$ cat src/rtl/ahb_lite_cmd_master.sv
// Single-outstanding AHB-Lite initiator: one valid/ready command becomes one
// NONSEQ transfer, with a valid/ready response carrying read data and status.
module ahb_lite_cmd_master #(
  parameter int unsigned ADDR_WIDTH  = 16,
  parameter logic [3:0]  HPROT_VALUE = 4'b0011
) (
  input  logic                  HCLK,
  input  logic                  RESET,
  input  logic                  cmd_valid,
  output logic                  cmd_ready,
  input  logic [ADDR_WIDTH-1:0] cmd_addr,
  input  logic                  cmd_write,
  input  logic [2:0]            cmd_size,
  input  logic [31:0]           cmd_wdata,
  output logic                  rsp_valid,
  input  logic                  rsp_ready,
  output logic [31:0]           rsp_rdata,
  output logic                  rsp_err,
  output logic                  HSEL,
  output logic [ADDR_WIDTH-1:0] HADDR,
  output logic [1:0]            HTRANS,
  output logic                  HWRITE,
  output logic [2:0]            HSIZE,
  output logic [3:0]            HPROT,
  output logic [31:0]           HWDATA,
  input  logic                  HREADY,
  input  logic [31:0]           HRDATA,
  input  logic                  HRESP
);

  typedef enum logic [2:0] {
    S_IDLE = 3'd0,
    S_ADDR = 3'd1,
    S_DATA = 3'd2,
    S_ERR  = 3'd3,
    S_RESP = 3'd4
  } state_t;

  localparam logic [1:0] TRANS_IDLE   = 2'b00;
  localparam logic [1:0] TRANS_NONSEQ = 2'b10;

  state_t                  state_q, state_d;
  logic                    hsel_q, hsel_d;
  logic [1:0]              htrans_q, htrans_d;
  logic [ADDR_WIDTH-1:0]   haddr_q, haddr_d;
  logic                    hwrite_q, hwrite_d;
  logic [2:0]              hsize_q, hsize_d;
  logic [31:0]             hwdata_q, hwdata_d;
  logic [31:0]             wdata_q, wdata_d;
  logic                    rsp_valid_q, rsp_valid_d;
  logic [31:0]             rsp_rdata_q, rsp_rdata_d;
  logic                    rsp_err_q, rsp_err_d;
  logic                    accept;
  logic                    cmd_bad;

  // Place a right-aligned item on every byte lane it may occupy.
  function automatic logic [31:0] replicate(input logic [31:0] d, input logic [2:0] size);
    case (size)
      3'd0:    return {4{d[7:0]}};
      3'd1:    return {2{d[15:0]}};
      default: return d;
    endcase
  endfunction

  // Pull the addressed lane out of HRDATA, right-aligned and zero-extended.
  function automatic logic [31:0] extract(input logic [31:0] d, input logic [1:0] a,
                                          input logic [2:0] size);
    logic [31:0] s;
    case (size)
      3'd0: begin
        s = d >> {a, 3'b000};
        return {24'h0, s[7:0]};
      end
      3'd1: begin
        s = d >> {a[1], 4'b0000};
        return {16'h0, s[15:0]};
      end
      default: return d;
    endcase
  endfunction

  assign cmd_ready = (state_q == S_IDLE) && !RESET;
  assign accept    = cmd_valid && cmd_ready;
  assign cmd_bad   = (cmd_size > 3'd2)
                  || ((cmd_size == 3'd1) && cmd_addr[0])
                  || ((cmd_size == 3'd2) && (cmd_addr[1:0] != 2'b00));

  always_ff @(posedge HCLK) begin
    if (RESET) begin
      state_q     <= S_IDLE;
      hsel_q      <= 1'b0;
      htrans_q    <= TRANS_IDLE;
      haddr_q     <= '0;
      hwrite_q    <= 1'b0;
      hsize_q     <= 3'd0;
      hwdata_q    <= 32'h0;
      wdata_q     <= 32'h0;
      rsp_valid_q <= 1'b0;
      rsp_rdata_q <= 32'h0;
      rsp_err_q   <= 1'b0;
    end else begin
      state_q     <= state_d;
      hsel_q      <= hsel_d;
      htrans_q    <= htrans_d;
      haddr_q     <= haddr_d;
      hwrite_q    <= hwrite_d;
      hsize_q     <= hsize_d;
      hwdata_q    <= hwdata_d;
      wdata_q     <= wdata_d;
      rsp_valid_q <= rsp_valid_d;
      rsp_rdata_q <= rsp_rdata_d;
      rsp_err_q   <= rsp_err_d;
    end
  end

  always_comb begin
    state_d = state_q;
    case (state_q)
      S_IDLE: if (accept) state_d = cmd_bad ? S_RESP : S_ADDR;
      S_ADDR: if (HREADY) state_d = S_DATA;
      S_DATA: begin
        if (HREADY)    state_d = S_RESP;
        else if (HRESP) state_d = S_ERR;
      end
      S_ERR:  if (HREADY) state_d = S_RESP;
      S_RESP: if (rsp_ready) state_d = S_IDLE;
      default: state_d = S_IDLE;
    endcase
  end

  always_comb begin
    hsel_d      = hsel_q;
    htrans_d    = htrans_q;
    haddr_d     = haddr_q;
    hwrite_d    = hwrite_q;
    hsize_d     = hsize_q;
    hwdata_d    = hwdata_q;
    wdata_d     = wdata_q;
    rsp_valid_d = rsp_valid_q;
    rsp_rdata_d = rsp_rdata_q;
    rsp_err_d   = rsp_err_q;
    case (state_q)
      S_IDLE: begin
        if (accept && cmd_bad) begin
          rsp_valid_d = 1'b1;
          rsp_err_d   = 1'b1;
          rsp_rdata_d = 32'h0;
        end else if (accept) begin
          hsel_d   = 1'b1;
          htrans_d = TRANS_NONSEQ;
          haddr_d  = cmd_addr;
          hwrite_d = cmd_write;
          hsize_d  = cmd_size;
          wdata_d  = replicate(cmd_wdata, cmd_size);
        end
      end
      S_ADDR: begin
        if (HREADY) begin
          hsel_d   = 1'b0;
          htrans_d = TRANS_IDLE;
          hwdata_d = hwrite_q ? wdata_q : 32'h0;
        end
      end
      S_DATA: begin
        if (HREADY) begin
          hwdata_d    = 32'h0;
          rsp_valid_d = 1'b1;
          rsp_err_d   = HRESP;
          rsp_rdata_d = (HRESP || hwrite_q) ? 32'h0 : extract(HRDATA, haddr_q[1:0], hsize_q);
        end else if (HRESP) begin
          hwdata_d = 32'h0;
        end
      end
      S_ERR: begin
        if (HREADY) begin
          hwdata_d    = 32'h0;
          rsp_valid_d = 1'b1;
          rsp_err_d   = 1'b1;
          rsp_rdata_d = 32'h0;
        end
      end
      S_RESP: if (rsp_ready) rsp_valid_d = 1'b0;
      default: ;
    endcase
  end

  assign HSEL      = hsel_q;
  assign HADDR     = haddr_q;
  assign HTRANS    = htrans_q;
  assign HWRITE    = hwrite_q;
  assign HSIZE     = hsize_q;
  assign HPROT     = HPROT_VALUE;
  assign HWDATA    = hwdata_q;
  assign rsp_valid = rsp_valid_q;
  assign rsp_rdata = rsp_rdata_q;
  assign rsp_err   = rsp_err_q;

endmodule

$ cat config.mk
export PLATFORM = sky130hd
export DESIGN_NAME = ahb_lite_cmd_master
export DESIGN_NICKNAME = d
export VERILOG_FILES = /design/src/rtl/ahb_lite_cmd_master.sv
export SDC_FILE = /design/constraint.sdc
export NUM_CORES = 1
export LEC_CHECK = 0
export ABC_AREA = 1
export CORE_ASPECT_RATIO = 0.9
export CORE_MARGIN = 2
export CORE_UTILIZATION = 35
export CTS_BUF_LIST = sky130_fd_sc_hd__clkbuf_8
export CTS_CLUSTER_DIAMETER = 100
export CTS_CLUSTER_SIZE = 40
export DETAILED_ROUTE_END_ITERATION = 10
export PLACE_DENSITY = 0.65
export SYNTH_ARGS = -nofsm -noshare
export SYNTH_HDL_FRONTEND = slang
export SYNTH_SLANG_ARGS = --single-unit
$ cat constraint.sdc
create_clock -name HCLK -period 1.8 [get_ports HCLK]
set_input_delay 0.36 -clock HCLK [delete_from_list [all_inputs] [get_ports HCLK]]
set_output_delay 0.36 -clock HCLK [all_outputs]
set_load 0.01 [all_outputs]
==> results.cfg <==
[outcome]
status = completed

[timing]
setup_tns_ns = 0
hold_viol = 0
rsz0062_at_grt = false
clock.fmax_mhz = 578
setup_viol = 0
drv_slew = 0
fin_skew_ns = 0.0155
timing.final.ws_setup_ns = 0.0706
period_share_pct = 96.1
finalCriticalPeriod_ns = 1.73
whs_ns = 0.460

[worst_hold_path]
hold_path_end = wdata_q[17]$_SDFFE_PP0P_
hold_start = wdata_q[17]$_SDFFE_PP0P_
hold_class = register to register
min_path_cells = 2

[setup_path]
cp.arrival_ns = 1.37
path_max_fanout = 2
path_delay_family = buffers and inverters
crit_type = register to output pin
r2r-end = rsp_rdata[4]$_SDFFE_PP0P_
critPathBufInv = 1
reg2reg_depth = 6
worstPathRequired_ns = 1.44
slowest_delay_ns = 0.56
r2r_slack_ns = 0.25
crit_path_start_kind = register
r2r-start = HADDR[1]$_SDFFE_PP0P_
slowest_stage = clkdlybuf4s50_1
endpoint_kind = output pin
path_cells = clkdlybuf4s50_1

[synth]
synth_seq_area_share_pct = 40.9
synth-async-reset-ratio_pct = 0
synth-main-ff-cell = dfxtp_1
synth-edff-count = 0
synth-seq-cells = 122
syn_avg_cell_area_um2 = 6.47
synth_cells = 923
yosys_warnings = 0
yosysUniqueCellTypes = 30
synth_area_um2 = 5970

[power]
ir_drop_v = 0.000942
p_leak_nw = 3.71
power_mw = 13.2
powerDensity_nw_per_um2 = 1530

[detailed_routing]
drtPass1Iterations = 5
viasPerCell = 4.62
drc = 0
ant_nets = 0
wire_per_inst_um = 13.4
route.vias.total = 6221
wirelength_um = 18000
drtIter0Drc = 404

[clock_network]
cts_setup_buffers = 0
cts_tree = yes
cts_made_buffers = 17
cts_root_buf = clkbuf_8
h-tree-depth = 4
clk_pin_slew_worst_paths_ns = 0.08
cts.sinks = 122
clockBufferDepth = 2
clk_latency_ns = 0.45

[grt]
grt.total_usage_pct = 20.5
grt_start_max_net_pins = 58
overflow = 0
antenna_found_initial = 1
grt_pass1_vias = 5771
grt_pass1_wl_um = 29200

[finish]
drive_gt1_share_pct = 10.3
stdcell_count = 1347
final_util_pct = 51.7
final_area_um2 = 8680
nNetsFinal = 1212
syn_to_final_growth_pct = 45.3
fillerInstances = 1690
final_common_cell = nor2_1
final_cell_mix = nor2_1, nand2_1, clkdlybuf4s50_1

[placement]
placed_cells = 1314
portBuffers = 178
place_area_um2 = 8240
dp_hpwl_um = 13300
pre_cts_ws_ns = -0.179
gp_congestion = 0.861

[die]
die_area_um2 = 18100
core_region_area_um2 = 16800
rows = 45
io_pins = 184
die_y_um = 128
initial_core_util_pct = 35.6
fp.dieW_um = 142

[job]
cap_violations = 0
-- report_power, final --
part,switching [mW],internal [mW]
sequential,0.492,3.59
clock,1.26,1.44
combinational,3.35,3.11
total,5.10,8.14
-- cell families (layout without fill, tap and decap cells) --
group / count (synthesis) / after routing / share of synthesized area (%)
simple gates: 446 / 446 / 30.8
other cells: 2 / 6 / 0.126
buf+inv: 176 / 385 / 12.6
flops: 122 / 122 / 40.9
compound gates: 177 / 177 / 15.7
-- cells in the mapped netlist (4+ instances only) --
library cell / number / share of area [%]
buf_4: 8 / 1.0
buf_6: 5 / 0.94
nand4_1: 11 / 1.2
inv_2: 5 / 0.31
o21ai_0: 91 / 7.6
o211ai_1: 8 / 1.0
dfxtp_1: 122 / 41
inv_1: 114 / 7.2
a21oi_1: 66 / 5.5
nor2_1: 193 / 12
buf_1: 5 / 0.31
nand2_1: 190 / 12
or2_2: 7 / 0.73
clkbuf_1: 21 / 1.3
o21a_1: 8 / 1.0
nand2_2: 4 / 0.42
buf_2: 17 / 1.4
nand3_1: 30 / 2.5
-- worst max-delay path by stage --
stage                                   start               endpoint  slack, ns  cells past startpoint
global placement                        RESET              cmd_ready      -0.20                      5
CTS                     HSIZE[0]$_SDFFE_PP0P_               HSIZE[0]      0.007                      1
floorplan                               RESET  HADDR[1]$_SDFFE_PP0P_       0.33                      8
detailed placement                      RESET              cmd_ready      -0.18                      5
finish              rsp_rdata[7]$_SDFFE_PP0P_           rsp_rdata[7]       0.07                      1
global route           HTRANS[1]$_SDFFE_PP0P_              HTRANS[1]      0.002                      1
-- tightest hold or removal path, delay by kind of cell (launching register included) --
kind / cells / cell delay (ns)
buffers and inverters: 1 / 0.06
flip-flops: 1 / 0.30
AO/OA/AOI/OAI: 1 / 0.06
-- flip-flops by register name, indices dropped and copies added, names as in the netlist --
signal,count
HADDR,16
HSIZE,3
HTRANS,1
HWDATA,32
HWRITE,1
rsp_err,1
rsp_rdata,32
rsp_valid,1
state_q,3
wdata_q,32
-- layout make-up --
class	instances	area (µm²)	share of cell area, %
Tap cell	211	264	3.04
Multi-Input combinational cell	628	2790	32.2
Clock buffer	18	248	2.86
Timing Repair Buffer	233	2290	26.4
Antenna cell	1	2.50	0.0288
Inverter	120	450	5.19
Clock inverter	14	184	2.12
Sequential cell	122	2450	28.2
-- metal layers --
metal  track usage [%]  vias to the layer above  share of wire (%)
li1                  -                     3263                  -
met1              26.7                     2793                 47
met2              32.9                      140                 47
met3              5.64                       25                4.7
met4              6.82                        0                2.0
met5                 0                        -                  0
-- timing repair --
item | in CTS | in global routing
endpoints found under the setup margin | 5 | 5
hold buffers | 0 | 0
gates resized for setup | 8 | 5
Note: power is estimated with default switching activity, not from simulation.
